### config.mk
export PLATFORM = sky130hd
export DESIGN_NAME = aes_round_sequencer
export DESIGN_NICKNAME = d
export VERILOG_FILES = /design/src/rtl/aes_round_sequencer.sv
export SDC_FILE = /design/constraint.sdc
export NUM_CORES = 1
export LEC_CHECK = 0
export ABC_AREA = 1
export CAP_MARGIN = 20
export CORE_UTILIZATION = 45
export CTS_BUF_LIST = sky130_fd_sc_hd__clkbuf_8
export DETAILED_ROUTE_END_ITERATION = 10
export PLACE_DENSITY = 0.84
export SKIP_LAST_GASP = 1
export SYNTH_ARGS = -nofsm -noshare
export SYNTH_HDL_FRONTEND = slang
export SYNTH_SLANG_ARGS = --single-unit
### constraint.sdc
create_clock -name clk -period 1.6 [get_ports clk]
set_input_delay 0.32 -clock clk [delete_from_list [all_inputs] [get_ports clk]]
set_output_delay 0.32 -clock clk [all_outputs]
set_load 0.01 [all_outputs]
### src/rtl/aes_round_sequencer.sv
// AES round sequencer: tracks round index, round-key index and first/final flags
// for AES-128/192/256, with a done/acknowledge handshake toward the controller.
module aes_round_sequencer #(
    parameter int RW    = 4,
    parameter int NR128 = 10,
    parameter int NR192 = 12,
    parameter int NR256 = 14
) (
    input  logic          clk,
    input  logic          rst,
    input  logic          start,
    input  logic [1:0]    key_size,
    input  logic          decrypt,
    input  logic          advance,
    input  logic          abort,
    input  logic          done_ack,
    output logic [RW-1:0] round,
    output logic [RW-1:0] key_round,
    output logic [RW-1:0] nr,
    output logic          is_first,
    output logic          is_final,
    output logic          busy,
    output logic          done,
    output logic          cfg_err
);

    typedef enum logic [1:0] {
        ST_IDLE = 2'b00,
        ST_RUN  = 2'b01,
        ST_DONE = 2'b10
    } state_t;

    state_t        state_r;
    logic [RW-1:0] round_r;
    logic [RW-1:0] key_round_r;
    logic [RW-1:0] nr_r;
    logic          dec_r;
    logic          is_first_r;
    logic          is_final_r;
    logic          busy_r;
    logic          done_r;
    logic          cfg_err_r;

    logic [RW-1:0] nr_sel_s;
    logic [RW-1:0] round_inc_s;

    function automatic logic [RW-1:0] nr_for_size(input logic [1:0] ks);
        logic [RW-1:0] n;
        case (ks)
            2'b00:   n = RW'(NR128);
            2'b01:   n = RW'(NR192);
            2'b10:   n = RW'(NR256);
            default: n = RW'(NR128);
        endcase
        return n;
    endfunction

    // Decryption walks the key schedule backwards; nr >= rnd always holds here.
    function automatic logic [RW-1:0] key_index(input logic dec, input logic [RW-1:0] n,
                                                input logic [RW-1:0] rnd);
        return dec ? (n - rnd) : rnd;
    endfunction

    assign nr_sel_s    = nr_for_size(key_size);
    assign round_inc_s = round_r + RW'(1);

    // Sequencer FSM with all outputs registered alongside the state.
    always_ff @(posedge clk) begin
        if (rst) begin
            state_r     <= ST_IDLE;
            round_r     <= '0;
            key_round_r <= '0;
            nr_r        <= RW'(NR128);
            dec_r       <= 1'b0;
            is_first_r  <= 1'b0;
            is_final_r  <= 1'b0;
            busy_r      <= 1'b0;
            done_r      <= 1'b0;
            cfg_err_r   <= 1'b0;
        end else begin
            cfg_err_r <= 1'b0;
            if (abort) begin
                state_r     <= ST_IDLE;
                round_r     <= '0;
                key_round_r <= '0;
                is_first_r  <= 1'b0;
                is_final_r  <= 1'b0;
                busy_r      <= 1'b0;
                done_r      <= 1'b0;
            end else begin
                case (state_r)
                    ST_IDLE, ST_DONE: begin
                        if (start) begin
                            if (key_size == 2'b11) begin
                                cfg_err_r <= 1'b1;
                            end else begin
                                state_r     <= ST_RUN;
                                nr_r        <= nr_sel_s;
                                dec_r       <= decrypt;
                                round_r     <= '0;
                                key_round_r <= decrypt ? nr_sel_s : '0;
                                is_first_r  <= 1'b1;
                                is_final_r  <= 1'b0;
                                busy_r      <= 1'b1;
                                done_r      <= 1'b0;
                            end
                        end else if ((state_r == ST_DONE) && done_ack) begin
                            state_r     <= ST_IDLE;
                            round_r     <= '0;
                            key_round_r <= '0;
                            done_r      <= 1'b0;
                        end else begin
                            state_r <= state_r;
                        end
                    end
                    ST_RUN: begin
                        if (advance) begin
                            if (round_r == nr_r) begin
                                // round and key_round keep their final values for the consumer
                                state_r    <= ST_DONE;
                                is_first_r <= 1'b0;
                                is_final_r <= 1'b0;
                                busy_r     <= 1'b0;
                                done_r     <= 1'b1;
                            end else begin
                                round_r     <= round_inc_s;
                                key_round_r <= key_index(dec_r, nr_r, round_inc_s);
                                is_first_r  <= 1'b0;
                                is_final_r  <= (round_inc_s == nr_r);
                            end
                        end else begin
                            state_r <= ST_RUN;
                        end
                    end
                    default: begin
                        state_r     <= ST_IDLE;
                        round_r     <= '0;
                        key_round_r <= '0;
                        is_first_r  <= 1'b0;
                        is_final_r  <= 1'b0;
                        busy_r      <= 1'b0;
                        done_r      <= 1'b0;
                    end
                endcase
            end
        end
    end

    assign round     = round_r;
    assign key_round = key_round_r;
    assign nr        = nr_r;
    assign is_first  = is_first_r;
    assign is_final  = is_final_r;
    assign busy      = busy_r;
    assign done      = done_r;
    assign cfg_err   = cfg_err_r;

endmodule


Yosys cells after proc, flatten, opt, wreduce, memory -nomap -nowiden --
Index checks and enable logic that the tools add are counted.
Cells by class: $add $sub $neg 2, equal/unequal tests 15, muxes and demuxes 38, bitwise operators 4, reductions and logical operators 11
Operators by type and width (count):
- 4-bit two-way mux | 11
- 4-bit one-hot mux with 2 select lines | 2
- 4-bit AND reduction | 4
- 1-bit two-way mux | 14
- 2-bit two-way mux | 5
- 2-bit != test (second input constant) | 5
- 3-bit != test (second input constant) | 3
- 4-bit == test | 2
- 1-bit one-hot mux with 2 select lines | 4
- 2-bit == test (second input constant) | 3
- 3-bit one-hot mux with 2 select lines | 1
- 3-bit AND reduction | 2
- 4-bit by 1-bit adder with 4-bit output (second input constant) | 1
- 2-bit by 1-bit == test with 1-bit output (second input constant) | 2
- 1-bit NOT | 4
- 2-bit one-hot mux with 2 select lines | 1
- 2-bit OR reduction | 2
- 4-bit OR reduction | 1
- 4-bit subtractor | 1
- 2-bit logical NOT | 1
- 1-bit logical AND | 1
Storage, ports and cells: bits in registers 20, input bits 9, output and inout bits 17, logic and storage cells 80

Depth between registers and ports, before layout --
Gate-level depths: netlist of the first run.
word-level depth 6, mapped depth 12, depth with buffers taken out 12

Worst setup path after synthesis of the first run --
Ideal clock, no wire load.
kind register to register, start point register round_r[0], in the netlist round[0], end point register key_round_r[1], in the netlist key_round[1], library setup time 132 ps, arrival 1656 ps, slack -189 ps, cell stages (with the launch flop) 9, clock period less this slack 1789 ps, path through dfxtp_1 -> ha_1 -> inv_1 -> ha_1 -> ha_1 -> o21ai_0 -> o21ai_0 -> nand2_1 -> a21oi_1
Between the ends: cells in the longest elaborated chain, start to end 6, elaborated cells on any way between the ends 9, classes of those cells 2 x add/sub; 2 x eq/ne; 4 x mux; 1 x reduce/logical
Ends and longest elaborated chain:
- start: declaration | line 34 | logic [RW-1:0] round_r;
- start signal: assignment | line 126 | round_r <= round_inc_s;
- 4-bit by 1-bit adder with 4-bit output | line 65 | assign round_inc_s = round_r + RW'(1);
- 4-bit subtractor | line 61 | return dec ? (n - rnd) : rnd;
- 4-bit two-way mux | line 61
- 4-bit two-way mux | line 118 | if (round_r == nr_r) begin
- 4-bit two-way mux | line 117 | if (advance) begin
- 4-bit one-hot mux with 2 select lines | line 91 | case (state_r)
- end signal: assignment | line 101 | key_round_r <= decrypt ? nr_sel_s : '0;
- end signal: assignment | line 127 | key_round_r <= key_index(dec_r, nr_r, round_inc_s);
- end: declaration | line 35 | logic [RW-1:0] key_round_r;
Parallel ways exist; a longest one is shown, timed or not. The select of a mux whose other input is x is not followed. A chain may end at the register's enable or synchronous reset.

Worst setup path after layout of the first run --
start point register round_r[0], in the netlist round[0], end point register key_round_r[3], in the netlist key_round[3]
Same word-level chain as after synthesis.

==> results by group, run 1 <==
Status
  – Status: finished, final reports clean

Synthesis
  – Synth Area in XOR/XNOR: 0
  – Distinct cells, synth: 24
  – Mapped cell area: 1030 um2
  – Synth Area per Inst: 6.53 um2
  – Cells after synthesis: 158
  – Fraction of the mapped netlist area in simple logic gates: 0.330
  – Register bit count reported by yosys: 18
  – Synth Area in Compound Gates: 0.141
  – Total number of yosys warnings: 0
  – Syn_nets: 172
  – Adder-Cell Fraction of Synth Area: 0.0607
  – Post-synthesis sequential area ratio: 0.350
  – Post-synthesis mux area share: 0
  – Largest family of logic cells by synthesized area: simple AND/OR/NAND/NOR gates

Timing
  – Hold Slack: 0.461 ns
  – Final Skew: 0.00353 ns
  – Max Freq: 631 MHz
  – Tmin final: 1.59 ns
  – Setup violations, final: 0
  – Tcrit/Tclk final: 0.991
  – RSZ-0062 raised after global routing: true
  – Post-route setup slack: 0.0147 ns
  – Final Max Tran Viols: 0
  – Fin Setup TNS: 0 ns
  – Final hold violations: 0

Worst setup path
  – Reg2reg setup slack: 0.01 ns
  – R2r worst-path depth: 11
  – CP max FO: 2
  – Setup crit start kind: flip-flop
  – Worst setup path category: flip-flop to flip-flop
  – Critical Path AT: 1.72 ns
  – Type of destination of the critical path: flip-flop
  – Reg2Reg Capture Point: key_round[3]$_SDFFE_PP0P_
  – Worst Path Required: 1.74 ns
  – Crit Reg-Reg Startpoint: round[0]$_SDFFE_PP0P_

Finish
  – Number of antenna diodes: 0
  – Nets@finish: 211
  – Commonest non-fill, non-tap cell in the layout: nand2_1
  – Core Util, Final: 0.738
  – Commonest non-fill, non-tap cells in the layout: nand2_1 (41), inv_1 (20), clkdlybuf4s50_1 (19)
  – Synth-to-layout area growth: 47.7%
  – Share of cells above drive strength 1: 0.235

Place
  – DP HPWL: 2.12 mm
  – Placer Congestion: 0.837
  – Port Buffers: 23
  – Setup WS pre-CTS: -0.274 ns

Floorplanning
  – Rows: 16
  – Die ar.: 2490 um2
  – I/O Pins: 26
  – Core ar.: 2060 um2
  – Initial core utilization: 0.500
  – Die W: 49.9 um
  – Die Y: 49.9 um

CTS
  – Clock transition at the registers of the reported paths: 0.07 ns
  – Root buf cell: clkbuf_8
  – Longest Clk Path Bufs: 2
  – H-tree depth: 1
  – TritonCTS clock tree: yes
  – CTS sink cnt: 18
  – Clk_lat worst skew: 0.26 ns
  – Num CTS Buffers: 3
  – # hold bufs at CTS: 0

Power and ir drop
  – P_sw: 301 uW
  – Clk network pwr share: 0.351
  – Sw frac: 0.277
  – P_leak: 0.671 nW
  – PwrDens: 714 nW/um2
  – Pint: 786 uW
  – Combinational power share: 0.209
  – Worst VDD drop: 0.000682 V
  – Sequential power share: 0.440
  – Final Total Pwr: 1.09 mW

Min path
  – Worst hold stages: 2
  – Hold crit path type: flip-flop to flip-flop
  – HP Start: busy$_SDFFE_PP0P_
  – Worst Hold End: busy$_SDFFE_PP0P_

Detailed routing
  – Post-route ant nets: 0
  – Vias per std cell: 5.20
  – 1st-iter DRT viols: 29
  – DR vias: 1160
  – Drt total wl: 2.94 mm
  – DRC viols: 0
  – DR pass1 iterations: 4
  – Avg WL per Cell: 13.2 um

GRT
  – Total track usage: 0.244
  – Largest net degree at the start of global routing: 13
  – Met1 GRT Util: 0.257
  – Met3 Use GR: 0.0185
  – Met2 Use GR: 0.466
  – First-pass GRT wire length: 4.51 mm
  – Overflow after GRT: 0
  – Top Usage Layer GRT: met2
  – Initial antenna violation count: 0
  – Vias in the first global route: 1106

Flow run
  – Max-capacitance violation count: 0
[synth_stat cells, drive strengths merged]
cell type / n / share of area
a21oi: 16 / 0.078
a31oi: 1 / 0.0061
buf: 2 / 0.015
clkbuf: 1 / 0.0036
clkinv: 1 / 0.0036
conb: 2 / 0.0073
dfxtp: 18 / 0.35
ha: 5 / 0.061
inv: 24 / 0.090
nand2: 49 / 0.19
nand3: 7 / 0.034
nand4: 3 / 0.024
nor2: 13 / 0.052
nor3: 3 / 0.015
o21ai: 11 / 0.057
or2: 2 / 0.012
[worst max-delay path: stages, from the launching register on]
cell	delay [ns]
dfxtp_4	0.35
ha_4	0.26
inv_2	0.05
ha_4	0.23
a21oi_2	0.14
nand2_1	0.08
nand2_1	0.07
nand2_1	0.06
nand3_2	0.07
nand2_2	0.06
nand2_2	0.06
a21oi_2	0.04
[cells by family (layout without fill, tap and decap cells)]
| family | after synthesis | count (layout) |
|---|---|---|
| flip-flops | 18 | 18 |
| buffers and inverters | 28 | 66 |
| AND/OR/NAND/NOR | 77 | 77 |
| adder cells (fa/ha/maj) | 5 | 5 |
| other | 2 | 2 |
| AO/OA/AOI/OAI | 28 | 28 |
[worst max-delay path by stage]
stage | startpoint | to | slack [ns] | cells past startpoint
global placement | key_size[0] | round[2]$_SDFFE_PP0P_ | -0.21 | 12
floorplan | round[0]$_SDFFE_PP0P_ | key_round[1]$_SDFFE_PP0P_ | 0.02 | 8
global route | round[0]$_SDFFE_PP0P_ | key_round[3]$_SDFFE_PP0P_ | -0.05 | 10
finish | round[0]$_SDFFE_PP0P_ | key_round[3]$_SDFFE_PP0P_ | 0.01 | 11
CTS | round[0]$_SDFFE_PP0P_ | key_round[3]$_SDFFE_PP0P_ | -0.01 | 11
detailed placement | key_size[0] | round[2]$_SDFFE_PP0P_ | -0.27 | 12
[power groups by stage]
| stage | Sequential (mW) | Clock [mW] | Combinational, mW |
|---|---|---|---|
| 6_report | 0.478 | 0.381 | 0.227 |
| 5_1_grt | 0.480 | 0.396 | 0.246 |
| 4_1_cts | 0.477 | 0.383 | 0.208 |
| 3_5_place_dp | 0.487 | 0 | 0.202 |
| 3_3_place_gp | 0.486 | 0 | 0.194 |
| 2_1_floorplan | 0.490 | 0 | 0.109 |
[stage by stage]
step | instances | area [um2]
floorplan | 158 | 1060
global placement | 217 | 1400
detailed placement | 217 | 1400
CTS | 221 | 1470
global route | 223 | 1520
finish | 223 | 1520
[sequential cells by signal, indices dropped and copies added (netlist names)]
signal and flops:
done 1, cfg_err 1, dec_r 1, nr 2, is_final 1, is_first 1, state_r 2, busy 1
key_round 4, round 4
[layer usage]
metal	routed length [um]	share of wire
met5	0	0
met3	106	0.036
met1	1210	0.41
met4	106	0.036
met2	1520	0.52
[repair_timing]
| item | in CTS | in global routing |
|---|---|---|
| buffers inserted | 0 | 2 |
| endpoints found under the setup margin | 6 | 11 |
| gates resized for setup | 6 | 12 |
| pin swaps | 1 | 6 |
| cloned | 0 | 0 |
[final cells by class]
type                            count  area [um2]
Multi-Input combinational cell    112         632
Tap cell                           27        33.8
Sequential cell                    18         368
Fill cell                         162         539
Timing Repair Buffer               37         338
Inverter                           25        96.3
Clock buffer                        4        55.1
Note: power is estimated with default switching activity, not from simulation.
==> run 2: changes to the inputs <==
--- a/config.mk
+++ b/config.mk
@@ -9,8 +9,10 @@
 export CAP_MARGIN = 20
 export CORE_UTILIZATION = 45
 export CTS_BUF_LIST = sky130_fd_sc_hd__clkbuf_8
+export CTS_CLUSTER_DIAMETER = 30
 export DETAILED_ROUTE_END_ITERATION = 10
 export PLACE_DENSITY = 0.84
+export REMOVE_ABC_BUFFERS = 1
 export SKIP_LAST_GASP = 1
 export SYNTH_ARGS = -nofsm -noshare
 export SYNTH_HDL_FRONTEND = slang
==> results by group, run 2 (synthesis results as in run 1) <==
Place
  – Port Buffers: 23
  – Post-placement cell count: 216
  – Setup WS pre-CTS: -0.263 ns
  – DP HPWL: 1.99 mm
  – Placer Congestion: 0.884

CTS
  – Clock transition at the registers of the reported paths: 0.07 ns
  – Num CTS Buffers: 3
  – # hold bufs at CTS: 0
  – TritonCTS clock tree: yes
  – CTS sink cnt: 18
  – Root buf cell: clkbuf_8
  – Clk_lat worst skew: 0.26 ns
  – Longest Clk Path Bufs: 2
  – H-tree depth: 1

Floorplanning
  – Initial core utilization: 0.500
  – I/O Pins: 26
  – Die W: 49.9 um
  – Rows: 16
  – Die ar.: 2490 um2
  – Die Y: 49.9 um
  – Core ar.: 2060 um2

GRT
  – Total track usage: 0.236
  – Top Usage Layer GRT: met2
  – Initial antenna violation count: 0
  – Largest net degree at the start of global routing: 13
  – Vias in the first global route: 1020
  – Met3 Use GR: 0.0401
  – Met2 Use GR: 0.439
  – Overflow after GRT: 0
  – First-pass GRT wire length: 4.39 mm
  – Met1 GRT Util: 0.263

Timing
  – Final Max Tran Viols: 0
  – Final Skew: 0.00368 ns
  – Final hold violations: 0
  – Tcrit/Tclk final: 0.998
  – Fin Setup TNS: 0 ns
  – Post-route setup slack: 0.00312 ns
  – RSZ-0062 raised after global routing: true
  – Setup violations, final: 0
  – Tmin final: 1.60 ns
  – Max Freq: 626 MHz

Finish
  – Nets@finish: 209
  – Commonest non-fill, non-tap cell in the layout: nand2_1
  – Core Util, Final: 0.741
  – Post-route insts no fill: 221
  – Synth-to-layout area growth: 48.2%
  – Share of cells above drive strength 1: 0.263
  – Number of antenna diodes: 0
  – FILL cells: 154
  – Commonest non-fill, non-tap cells in the layout: nand2_1 (38), clkdlybuf4s50_1 (21), inv_1 (20), a21oi_1 (15), dfxtp_1 (13)

Power and ir drop
  – Worst VDD drop: 0.000614 V
  – P_leak: 0.662 nW
  – PwrDens: 710 nW/um2
  – Final Total Pwr: 1.09 mW

Detailed routing
  – Post-route ant nets: 0
  – DR pass1 iterations: 4
  – Drt total wl: 2.84 mm
  – 1st-iter DRT viols: 37
  – DR vias: 1141
  – Avg WL per Cell: 12.9 um
  – DRC viols: 0
  – Vias per std cell: 5.16

Flow run
  – Max-capacitance violation count: 0

Worst setup path
  – Worst Path Required: 1.79 ns
  – Worst setup path category: flip-flop to flip-flop
  – Critical Path AT: 1.79 ns
  – Setup crit start kind: flip-flop
  – Type of destination of the critical path: flip-flop
  – CP max FO: 2

Min path
  – Hold crit path type: flip-flop to flip-flop

Status
  – Status: finished, final reports clean
[run 2: changes by cell type in the layout (fill, tap and decap cells not counted), moves of 2 or more]
cell             previous run  this run
nand2_2                     6         9
buf_4                      14        12
nand2_1                    41        38
clkdlybuf4s50_1            19        21
dfxtp_2                     3         5
[run 2: power breakdown]
part	internal, mW	total [mW]	switching [mW]
Combinational	0.103	0.227	0.124
Sequential	0.465	0.480	0.0155
Clock	0.219	0.378	0.159
[run 2: repair_timing]
item	4_1_cts	5_1_grt
resized for setup	8	23
endpoints found under the setup margin	4	14
setup buffers	1	0
pin swaps	2	17
[run 2: worst max-delay path, stage by stage, from the launching register on]
cell and delay, ns:
dfxtp_2 0.34, ha_4 0.28, inv_4 0.04, ha_4 0.25, a21oi_2 0.13, nand2_2 0.08
nand3_2 0.07, nand3_2 0.08, nand2_2 0.08, nand2_1 0.05, a21oi_1 0.13
[run 2: path summary, 6_finish.rpt]
kind / from / endpoint / slack (ns) / cells after the start
setup reg to reg: round[0]$_SDFFE_PP0P_ / key_round[3]$_SDFFE_PP0P_ / 0.003 / 10
hold reg to reg: key_round[1]$_SDFFE_PP0P_ / key_round[1]$_SDFFE_PP0P_ / 0.47 / 2
hold / removal: key_round[1]$_SDFFE_PP0P_ / key_round[1]$_SDFFE_PP0P_ / 0.47 / 2
setup / recovery: round[0]$_SDFFE_PP0P_ / key_round[3]$_SDFFE_PP0P_ / 0.003 / 10
[run 2: stage by stage]
step / cell area (um2) / hold slack (ns)
floorplan: 1010 / 0.420
global placement: 1360 / 0.452
detailed placement: 1360 / 0.458
CTS: 1450 / 0.468
global route: 1530 / 0.482
finish: 1530 / 0.467
[run 2: layout make-up]
| type | count | area [um2] | area share |
|---|---|---|---|
| Multi-Input combinational cell | 112 | 652 | 0.427 |
| Sequential cell | 18 | 367 | 0.240 |
| Timing Repair Buffer | 35 | 322 | 0.210 |
| Inverter | 25 | 98.8 | 0.0647 |
| Clock buffer | 4 | 55.1 | 0.0360 |
| Tap cell | 27 | 33.8 | 0.0221 |
[run 2: per-layer routing]
layer,up-vias,routed length (um)
met5,-,0
met4,0,31
met3,3,132
met2,41,1470
li1,566,-
met1,531,1210
==> run 3: changes to the inputs <==
--- a/config.mk
+++ b/config.mk
@@ -7,13 +7,14 @@
 export LEC_CHECK = 0
 export ABC_AREA = 1
 export CAP_MARGIN = 20
-export CORE_UTILIZATION = 45
+export CORE_UTILIZATION = 54
 export CTS_BUF_LIST = sky130_fd_sc_hd__clkbuf_8
 export CTS_CLUSTER_DIAMETER = 30
 export DETAILED_ROUTE_END_ITERATION = 10
-export PLACE_DENSITY = 0.84
+export PLACE_DENSITY = 0.94
 export REMOVE_ABC_BUFFERS = 1
 export SKIP_LAST_GASP = 1
 export SYNTH_ARGS = -nofsm -noshare
 export SYNTH_HDL_FRONTEND = slang
 export SYNTH_SLANG_ARGS = --single-unit
+export TNS_END_PERCENT = 5
==> constraint.sdc (replaced) <==
create_clock -name clk -period 2.05 [get_ports clk]
set_input_delay 0.41 -clock clk [delete_from_list [all_inputs] [get_ports clk]]
set_output_delay 0.41 -clock clk [all_outputs]
set_load 0.01 [all_outputs]
==> results by group, run 3 (synthesis results as in run 1) <==
Timing
  – Fin Setup TNS: 0 ns
  – RSZ-0062 raised after global routing: false
  – Final hold violations: 0
  – Final Max Tran Viols: 0
  – Hold Slack: 0.478 ns
  – Max Freq: 555 MHz
  – Final Skew: 0.00314 ns
  – Tmin final: 1.80 ns
  – Tcrit/Tclk final: 0.879
  – Setup violations, final: 0
  – Post-route setup slack: 0.249 ns

Floorplanning
  – Die W: 45.7 um
  – Core ar.: 1760 um2
  – I/O Pins: 26
  – Initial core utilization: 0.584
  – Die Y: 45.7 um
  – Die ar.: 2090 um2
  – Rows: 15

Place
  – Setup WS pre-CTS: 0.0634 ns
  – DP HPWL: 1.94 mm
  – Placer Congestion: 0.889
  – Port Buffers: 23

GRT
  – Largest net degree at the start of global routing: 13
  – Top Usage Layer GRT: met2
  – Initial antenna violation count: 0
  – Met1 GRT Util: 0.321
  – Met2 Use GR: 0.520
  – Overflow after GRT: 0
  – Total track usage: 0.286
  – Vias in the first global route: 1038
  – First-pass GRT wire length: 4.27 mm
  – Met3 Use GR: 0.0357

CTS
  – Longest Clk Path Bufs: 2
  – PostCTS Resize Cnt: 0
  – Setup Fix Bufs, Post-CTS: 0
  – Num CTS Buffers: 3
  – TritonCTS clock tree: yes
  – # hold bufs at CTS: 0
  – Root buf cell: clkbuf_8
  – CTS sink cnt: 18
  – Clk_lat worst skew: 0.25 ns
  – H-tree depth: 1
  – Clock transition at the registers of the reported paths: 0.07 ns

Finish
  – Share of cells above drive strength 1: 0.0924
  – Commonest non-fill, non-tap cell in the layout: nand2_1
  – Commonest non-fill, non-tap cells in the layout: nand2_1 (45), clkdlybuf4s50_1 (23), inv_1 (21), dfxtp_1 (18), a21oi_1 (16)
  – Synth-to-layout area growth: 30.3%
  – Number of antenna diodes: 0
  – Nets@finish: 199
  – FILL cells: 136

Detailed routing
  – DRC viols: 0
  – Avg WL per Cell: 12.1 um
  – DR vias: 1110
  – Drt total wl: 2.52 mm
  – Post-route ant nets: 0
  – 1st-iter DRT viols: 39
  – Vias per std cell: 5.31
  – DR pass1 iterations: 6

Worst setup path
  – Worst setup path category: flip-flop to flip-flop
  – CP top delay family: adder cells
  – Number of cells on the critical path: 8
  – Reg2Reg Capture Point: key_round[1]$_SDFFE_PP0P_
  – Most used cell, CP: ha_1
  – Crit Reg-Reg Startpoint: round[1]$_SDFFE_PP0P_
  – WP buf/inv: 1
  – Crit-path cells: ha_1 -> inv_1 -> ha_1 -> ha_1 -> o21ai_0 -> o21ai_0 -> nand2_1 -> a21oi_1
  – CP max FO: 2
  – Type of destination of the critical path: flip-flop
  – Setup crit start: round[1]$_SDFFE_PP0P_
  – Setup crit start kind: flip-flop
  – Reg2reg setup slack: 0.25 ns
  – CP max stage cell: dfxtp_1
  – Worst Path Required: 2.18 ns
  – Critical Path AT: 1.93 ns
  – Critical path's largest stage delay: 0.32 ns
  – R2r worst-path depth: 8
  – Worst setup path endpoint: key_round[1]$_SDFFE_PP0P_

Power and ir drop
  – Worst VDD drop: 0.000473 V
  – P_leak: 0.586 nW
  – Final Total Pwr: 804 uW
  – PwrDens: 598 nW/um2

Status
  – Status: finished, final reports clean

Flow run
  – Max-capacitance violation count: 0

Min path
  – Hold crit path type: flip-flop to flip-flop
run 3: cell count changes in the layout (fill, tap and decap cells not counted), moves of 3 or more:
cell     delta
dfxtp_1     +5
nand2_1     +7
nand2_2     -6
buf_4      -10
ha_1        +3
dfxtp_2     -5
ha_4        -3
run 3: worst min-delay path by stage:
stage                                         start                   endpoint  slack, ns  cells after the start
final                             busy$_SDFFE_PP0P_          busy$_SDFFE_PP0P_       0.48                      2
after floorplan             state_r[1]$_SDFFE_PP0P_    state_r[1]$_SDFFE_PP0P_       0.47                      2
after CTS                 key_round[0]$_SDFFE_PP0P_  key_round[0]$_SDFFE_PP0P_       0.48                      2
after global placement            busy$_SDFFE_PP0P_          busy$_SDFFE_PP0P_       0.45                      2
after detailed placement      is_first$_SDFFE_PP0P_      is_first$_SDFFE_PP0P_       0.47                      2
after global routing      key_round[0]$_SDFFE_PP0P_  key_round[0]$_SDFFE_PP0P_       0.50                      2
run 3: per-stage QoR:
stage | instances | util | cell area (um2)
global route | 209 | 0.762 | 1340
finish | 209 | 0.762 | 1340
CTS | 209 | 0.762 | 1340
global placement | 205 | 0.730 | 1290
detailed placement | 205 | 0.730 | 1290
floorplan | 155 | - | 1010
run 3: tightest hold or removal path, stage by stage (launching register included):
cell,delay [ns]
dfxtp_1,0.32
nand2_1,0.06
a21oi_1,0.05
run 3: power breakdown:
part	total, mW	switching (mW)	internal (mW)
combinational	0.142	0.0829	0.0591
clock	0.289	0.119	0.171
sequential	0.373	0.0111	0.362
run 3: cell type report:
cell class	instances	area, um2	share of cell area
clock buffer	4	55.1	0.0410
timing repair buffer	25	245	0.182
inverter	25	96.3	0.0717
tap	25	31.3	0.0233
multi-input combinational	112	556	0.413
sequential	18	360	0.268
run 3: metal layers:
layer  up-vias  wire length, um  share of wire
met2        53             1330           0.53
li1        552                -              -
met3         6              134          0.053
met5         -                0              0
met1       499             1010           0.40
met4         0               47          0.019
